==> src/rtl/div_unit_pkg.sv <==
// Shared definitions for the iterative divider: state encoding, widths and
// the fixed divide-by-zero result.
package div_unit_pkg;

  localparam int DIV_DATA_W = 32;
  localparam int DIV_ITERS  = DIV_DATA_W;

  localparam logic [DIV_DATA_W-1:0] DIV_ZERO_QUOT = '1;

  typedef enum logic [1:0] {
    ST_IDLE    = 2'd0,
    ST_BUSY    = 2'd1,
    ST_DIVZERO = 2'd2,
    ST_FIN     = 2'd3
  } div_state_e;

endpackage

==> src/rtl/div_unit_if.sv <==
// Request/result bundle between the EX-stage sequencer and the divider.
interface div_unit_if #(
  parameter int DATA_W = 32
);
  logic              start;
  logic              signed_div;
  logic [DATA_W-1:0] operand_1;
  logic [DATA_W-1:0] operand_2;
  logic              flush;
  logic              stall_req;
  logic              done;
  logic [DATA_W-1:0] quotient;
  logic [DATA_W-1:0] remainder;

  modport master (
    output start, signed_div, operand_1, operand_2, flush,
    input  stall_req, done, quotient, remainder
  );

  modport slave (
    input  start, signed_div, operand_1, operand_2, flush,
    output stall_req, done, quotient, remainder
  );
endinterface

==> src/rtl/div_step.sv <==
// One radix-2 restoring iteration: shift {rem,quo} left, trial-subtract the
// divisor, keep the difference only when it does not go negative.
module div_step #(
  parameter int W = 32
) (
  input  logic [W-1:0] rem_i,
  input  logic [W-1:0] quo_i,
  input  logic [W-1:0] div_i,
  output logic [W-1:0] rem_o,
  output logic [W-1:0] quo_o
);

  logic [W:0] rem_sh;
  logic [W:0] trial;

  // shift in the next dividend bit and try the subtraction at W+1 bits
  always_comb begin
    rem_sh = {rem_i, quo_i[W-1]};
    trial  = rem_sh - {1'b0, div_i};
    if (!trial[W]) begin
      rem_o = trial[W-1:0];
      quo_o = {quo_i[W-2:0], 1'b1};
    end else begin
      // a failed trial implies rem_sh < divisor, so it fits in W bits
      rem_o = rem_sh[W-1:0];
      quo_o = {quo_i[W-2:0], 1'b0};
    end
  end

endmodule

==> src/rtl/div_unit.sv <==
// Iterative 32-cycle restoring divider for DIV/DIVU with pipeline stall.
//
//  state   | meaning
//  --------+---------------------------------------------------------
//  IDLE    | waiting for start; operands latched on acceptance
//  BUSY    | one quotient bit per cycle, MSB first, DATA_W cycles
//  DIVZERO | divisor was zero; load the fixed result
//  FIN     | done pulse, sign fix-up applied, results presented
module div_unit
  import div_unit_pkg::*;
#(
  parameter int DATA_W = DIV_DATA_W
) (
  input  logic      clk,
  input  logic      rst,
  div_unit_if.slave bus
);

  localparam int CNT_W = $clog2(DIV_ITERS);
  localparam logic [CNT_W-1:0] CNT_LAST = CNT_W'(DIV_ITERS - 1);

  div_state_e        state_q, state_d;
  logic [CNT_W-1:0]  cnt_q, cnt_d;
  logic [DATA_W-1:0] rem_q, rem_d;
  logic [DATA_W-1:0] quo_q, quo_d;
  logic [DATA_W-1:0] divisor_q, divisor_d;
  logic              q_neg_q, q_neg_d;
  logic              r_neg_q, r_neg_d;
  logic [DATA_W-1:0] quotient_q, quotient_d;
  logic [DATA_W-1:0] remainder_q, remainder_d;

  logic              accept;
  logic              op1_neg, op2_neg;
  logic [DATA_W-1:0] op1_abs, op2_abs;
  logic [DATA_W-1:0] step_rem, step_quo;
  logic [DATA_W-1:0] fix_quo, fix_rem;

  div_step #(.W(DATA_W)) u_step (
    .rem_i (rem_q),
    .quo_i (quo_q),
    .div_i (divisor_q),
    .rem_o (step_rem),
    .quo_o (step_quo)
  );

  // state and datapath registers, async active-low reset
  always_ff @(posedge clk or negedge rst) begin
    if (!rst) begin
      state_q     <= ST_IDLE;
      cnt_q       <= '0;
      rem_q       <= '0;
      quo_q       <= '0;
      divisor_q   <= '0;
      q_neg_q     <= 1'b0;
      r_neg_q     <= 1'b0;
      quotient_q  <= '0;
      remainder_q <= '0;
    end else begin
      state_q     <= state_d;
      cnt_q       <= cnt_d;
      rem_q       <= rem_d;
      quo_q       <= quo_d;
      divisor_q   <= divisor_d;
      q_neg_q     <= q_neg_d;
      r_neg_q     <= r_neg_d;
      quotient_q  <= quotient_d;
      remainder_q <= remainder_d;
    end
  end

  // next-state: flush always returns to IDLE, FIN always lasts one cycle
  always_comb begin
    state_d = state_q;
    case (state_q)
      ST_IDLE: begin
        if (bus.start && !bus.flush)
          state_d = (bus.operand_2 == '0) ? ST_DIVZERO : ST_BUSY;
      end
      ST_BUSY: begin
        if (bus.flush)               state_d = ST_IDLE;
        else if (cnt_q == CNT_LAST)  state_d = ST_FIN;
      end
      ST_DIVZERO: state_d = bus.flush ? ST_IDLE : ST_FIN;
      ST_FIN:     state_d = ST_IDLE;
      default:    state_d = ST_IDLE;
    endcase
  end

  // operand magnitudes and the signed fix-up of the finished result
  always_comb begin
    accept  = (state_q == ST_IDLE) && bus.start && !bus.flush;
    op1_neg = bus.signed_div && bus.operand_1[DATA_W-1];
    op2_neg = bus.signed_div && bus.operand_2[DATA_W-1];
    op1_abs = op1_neg ? -bus.operand_1 : bus.operand_1;
    op2_abs = op2_neg ? -bus.operand_2 : bus.operand_2;
    fix_quo = q_neg_q ? -quo_q : quo_q;
    fix_rem = r_neg_q ? -rem_q : rem_q;
  end

  // datapath updates per state
  always_comb begin
    cnt_d       = cnt_q;
    rem_d       = rem_q;
    quo_d       = quo_q;
    divisor_d   = divisor_q;
    q_neg_d     = q_neg_q;
    r_neg_d     = r_neg_q;
    quotient_d  = quotient_q;
    remainder_d = remainder_q;
    case (state_q)
      ST_IDLE: begin
        if (accept) begin
          cnt_d = '0;
          rem_d = '0;
          if (bus.operand_2 == '0) begin
            // keep the raw dividend; it becomes the remainder unchanged
            quo_d     = bus.operand_1;
            divisor_d = '0;
            q_neg_d   = 1'b0;
            r_neg_d   = 1'b0;
          end else begin
            quo_d     = op1_abs;
            divisor_d = op2_abs;
            q_neg_d   = op1_neg ^ op2_neg;
            r_neg_d   = op1_neg;
          end
        end
      end
      ST_BUSY: begin
        rem_d = step_rem;
        quo_d = step_quo;
        cnt_d = cnt_q + CNT_W'(1);
      end
      ST_DIVZERO: begin
        rem_d   = quo_q;
        quo_d   = DIV_ZERO_QUOT;
        q_neg_d = 1'b0;
        r_neg_d = 1'b0;
      end
      ST_FIN: begin
        quotient_d  = fix_quo;
        remainder_d = fix_rem;
      end
      default: ;
    endcase
    if (bus.flush) cnt_d = '0;
  end

  // outputs: results presented directly in FIN, held registers otherwise
  always_comb begin
    bus.done      = (state_q == ST_FIN);
    bus.stall_req = accept || (state_q == ST_BUSY) || (state_q == ST_DIVZERO);
    bus.quotient  = (state_q == ST_FIN) ? fix_quo : quotient_q;
    bus.remainder = (state_q == ST_FIN) ? fix_rem : remainder_q;
  end

endmodule

==> src/flat_wrapper.sv <==
// flat-port wrapper written by rule: the top's interface ports become plain ports
module div_unit_flat import div_unit_pkg::*;
#(
  parameter int DATA_W = DIV_DATA_W
)
  (clk, rst, bus_start, bus_signed_div, bus_operand_1, bus_operand_2, bus_flush, bus_stall_req, bus_done, bus_quotient, bus_remainder);
  div_unit_if #(.DATA_W(DATA_W)) bus_i ();
  input  logic clk;
  input  logic rst;
  input wire logic [$bits(bus_i.start)-1:0] bus_start;
  input wire logic [$bits(bus_i.signed_div)-1:0] bus_signed_div;
  input wire logic [$bits(bus_i.operand_1)-1:0] bus_operand_1;
  input wire logic [$bits(bus_i.operand_2)-1:0] bus_operand_2;
  input wire logic [$bits(bus_i.flush)-1:0] bus_flush;
  output wire logic [$bits(bus_i.stall_req)-1:0] bus_stall_req;
  output wire logic [$bits(bus_i.done)-1:0] bus_done;
  output wire logic [$bits(bus_i.quotient)-1:0] bus_quotient;
  output wire logic [$bits(bus_i.remainder)-1:0] bus_remainder;
  assign bus_i.start = bus_start;
  assign bus_i.signed_div = bus_signed_div;
  assign bus_i.operand_1 = bus_operand_1;
  assign bus_i.operand_2 = bus_operand_2;
  assign bus_i.flush = bus_flush;
  assign bus_stall_req = bus_i.stall_req;
  assign bus_done = bus_i.done;
  assign bus_quotient = bus_i.quotient;
  assign bus_remainder = bus_i.remainder;
  div_unit #(.DATA_W(DATA_W)) u_core (.clk(clk), .rst(rst), .bus(bus_i));
endmodule
==> config.mk <==
export PLATFORM = sky130hd
export DESIGN_NAME = div_unit_flat
export DESIGN_NICKNAME = d
export VERILOG_FILES = /design/src/rtl/div_unit_pkg.sv /design/src/rtl/div_unit_if.sv /design/src/rtl/div_step.sv /design/src/rtl/div_unit.sv /design/src/flat_wrapper.sv
export SDC_FILE = /design/constraint.sdc
export NUM_CORES = 1
export LEC_CHECK = 0
export ABC_AREA = 1
export ABC_CLOCK_PERIOD_IN_PS = 3100
export CAP_MARGIN = 20
export CORE_ASPECT_RATIO = 0.6
export CORE_MARGIN = 2
export CORE_UTILIZATION = 45
export DETAILED_ROUTE_END_ITERATION = 12
export HOLD_SLACK_MARGIN = 0.15
export PLACE_DENSITY = 0.67
export RECOVER_POWER = 100
export SLEW_MARGIN = 40
export SYNTH_ARGS = -nofsm -noshare
export SYNTH_HDL_FRONTEND = slang
export SYNTH_SLANG_ARGS = --single-unit
==> constraint.sdc <==
create_clock -name clk -period 3.1 [get_ports clk]
set_input_delay 0.31 -clock clk [delete_from_list [all_inputs] [get_ports clk]]
set_output_delay 0.31 -clock clk [all_outputs]
set_load 0.02 [all_outputs]
==> impl_metrics.ini <==
[die]
dieArea_sq_um = 31150
num_rows = 48
die_h_um = 137.5
die_width_um = 226.5
start_util = 0.4609
num_io_pins = 135
coreArea_sq_um = 29010

[synthesis]
synthTopCellsByArea = dfrtp_1 (32%), nand2_1 (20%), inv_1 (7.9%)
syn_inst = 2122
syn_avg_cell_area_sq_um = 6.300
netlist.area_leader.share = 0.3163
ys_seq_area_frac = 0.3163
ys_warn_count = 0
synth_edf_count = 0
synth_flop_cell = dfrtp_1
yosysUniqueCellTypes = 46
async_flop_share = 1.000
synthesis.nets = 2235
yosysTopAreaCell = dfrtp_1
ys_ff_latch = 169
netlist_area_sq_um = 13370

[sta]
holdWs_ps = 483.5
skew_ps = 8.638
final_hold_viol_count = 0
tightest_slew_ps = 1359
post-route-min-period_ps = 3026
slew_headroom = 0.09395
tns_ps = 0
max_freq_ghz = 0.3305
grt_setup_unrepaired = true
final.period_utilization = 0.9761
layout_setup_ws_ps = 74.03
setup_viol = 0
maxSlewViolCount = 0

[route]
wire_per_inst_um = 18.82
dr.pass1.iters = 5
wl_um = 50810
antenna_left = 0
viasPerCell = 5.410
drc = 0
first_iter_violations = 2073
num_vias = 14610

[final_layout]
final_nets = 2399
syn_to_final_growth_pct = 20.98
layout-drive-gt1-share = 0.08960
final_util = 0.5576
final_area_sq_um = 16170

[hold_path]
holdPathEnd = u_core.remainder_q[30]
worstHoldStart = u_core.remainder_q[30]
hold_depth = 2
hold_class = reg2reg

[cts]
cts_inserted_buffers = 17
htree_levels = 4
cts_sinks = 169
path_clk_slew_ps = 70
clock_latency_ps = 470
cts_root_buf = clkbuf_16
tritoncts = done
clockBufferDepth = 2

[setup_path]
path_delay_family = simple AND/OR/NAND/NOR gates
critPathArrivalTime_ps = 2720
crit_top_cell = nand2_1
critPathMaxFanout = 3
reg2reg_from = u_core.quo_q[31]
reg2reg_to = u_core.rem_q[19]
startpoint_type = flop
path_class = reg2out
rr_worst_depth = 19
cp_cell_sequence = nor2_1 -> nand2_1 -> nor3_1 -> a31oi_1 -> nor2_1 -> xor2_1 -> nand2_1 -> nand2_1 -> dlygate4sd2_1
r2r_slack_ps = 230
slowest_stage = nor2_1
critical-path-max-stage-delay_ps = 490
worst-path-buf-inv = 1
required_ps = 2790
worstSetupEndpointType = primary output

[place]
placed_area_sq_um = 15570
gp_congestion = 1.010
dp_slack_ps = 25.21
dp_hpwl_um = 40670
io_buffer_count = 134

[pwr]
p_leak_nw = 8.410
p_per_area_nw_per_um2 = 1140
vdd_drop_max_mv = 0.6538

[global_routing]
grt_max_degree = 62
grt_pass1_vias = 12900
grt_util_all_layers = 0.3329
grt_pass1_wl_um = 77170
grt_overflow = 0
antenna_found_initial = 0

[run_status]
status = finished, final reports clean

[job]
cap_violations = 0
-- cell usage after synthesis, drive strengths merged, types with 3 or more instances --
library cell / count
a211oi: 4
a21o: 3
a21oi: 76
a31oi: 28
buf: 21
clkbuf: 47
clkinv: 3
dfrtp: 169
ha: 43
inv: 288
nand2: 733
nand3: 149
nand3b: 16
nand4: 21
nor2: 208
nor3: 23
nor4: 6
o21ai: 168
o22ai: 10
o31ai: 8
or2: 12
xnor2: 10
xor2: 68
-- how the worst max path moves through the flow --
stage,startpoint,end,slack (ps),cells after the start
2_1_floorplan,u_core.rem_q[0],bus_remainder[24],720,10
3_3_place_gp,bus_operand_2[0],u_core.quo_q[21],70,15
3_5_place_dp,u_core.rem_q[1],bus_remainder[24],30,11
4_1_cts,u_core.quo_q[2],bus_quotient[27],3,10
5_1_grt,u_core.quo_q[1],bus_quotient[25],-130,12
6_report,u_core.quo_q[26],bus_quotient[31],70,9
-- cells by family (layout without fill, tap and decap cells) --
logic type,Yosys count,after routing,synth area share
compound gates,301,301,0.1217
fa+ha+maj,44,44,0.04174
other cells,0,1,0
buf+inv,359,536,0.1035
flops,169,169,0.3163
simple gates,1171,1171,0.3657
xor+xnor,78,78,0.05110
-- metrics by stage --
step	std cells	total power, mW
floorplan	2122	11.40
detailed placement	2665	15.94
finish	2700	18.45
CTS	2698	18.01
global placement	2665	15.85
global route	2699	19.83
-- sequential cells by signal (all words and copies together) (netlist names) --
name / count
u_core.quotient_q: 32
u_core.cnt_q: 5
u_core.remainder_q: 32
u_core.state_q: 2
u_core.divisor_q: 32
u_core.rem_q: 32
u_core.q_neg_q: 1
u_core.r_neg_q: 1
u_core.quo_q: 32
-- power breakdown --
part	internal, mW	switching (mW)
clock	1.07	1.09
combinational	4.04	8.25
sequential	3.15	0.851
-- metal layers --
layer	global-route usage	share of wire	vias to the layer above
met5	0	0	-
li1	-	-	7071
met2	0.4088	0.36	701
met3	0.1036	0.12	44
met1	0.5478	0.51	6791
met4	0.05373	0.010	0
-- cell usage in the layout, fill, tap and decap left out, types with 4 or more instances in the layout --
master,n
inv_8,5
nor3_1,20
dlygate4sd2_1,15
nand2_2,11
clkdlybuf4s50_1,88
or2_2,8
nand2_4,8
inv_6,4
a31oi_1,26
a21oi_1,71
ha_1,43
o31ai_1,6
nor4_1,6
clkbuf_16,17
clkbuf_2,19
inv_2,7
nand3_1,145
nor2_4,4
xor2_1,65
o21ai_0,151
o21ai_1,14
nand3b_1,16
buf_4,75
inv_1,281
nor2_2,9
xnor2_1,10
a211oi_1,4
o22ai_1,10
nand4_1,21
nor2_1,195
dfrtp_1,167
nand2_1,714
-- repair_timing --
item	4_1_cts	5_1_grt
setup buffers	0	1
endpoints found under the hold margin	49	0
resized for setup	72	91
hold buffers	1	0
pin swaps	2	5
endpoints found under the setup margin	42	50
-- worst reg2reg max path, delay by kind of cell, from the launching register on --
| kind | cells | cell delay [ps] |
|---|---|---|
| adders and majority gates | 2 | 660 |
| buffers and inverters | 2 | 230 |
| DFF | 1 | 370 |
| and+or+nand+nor | 15 | 1520 |
-- final cells by class --
cell class,instances,area [sq um]
fillers,2977,12830
multi-input cells,1594,7929
flip-flops and latches,169,4232
repair buffers,213,1844
inverters,291,1095
well taps,400,500.5
clock buffers,17,425.4
clock inverters,15,146.4
diodes,1,2.502
Power figures use the tool's default switching activity.
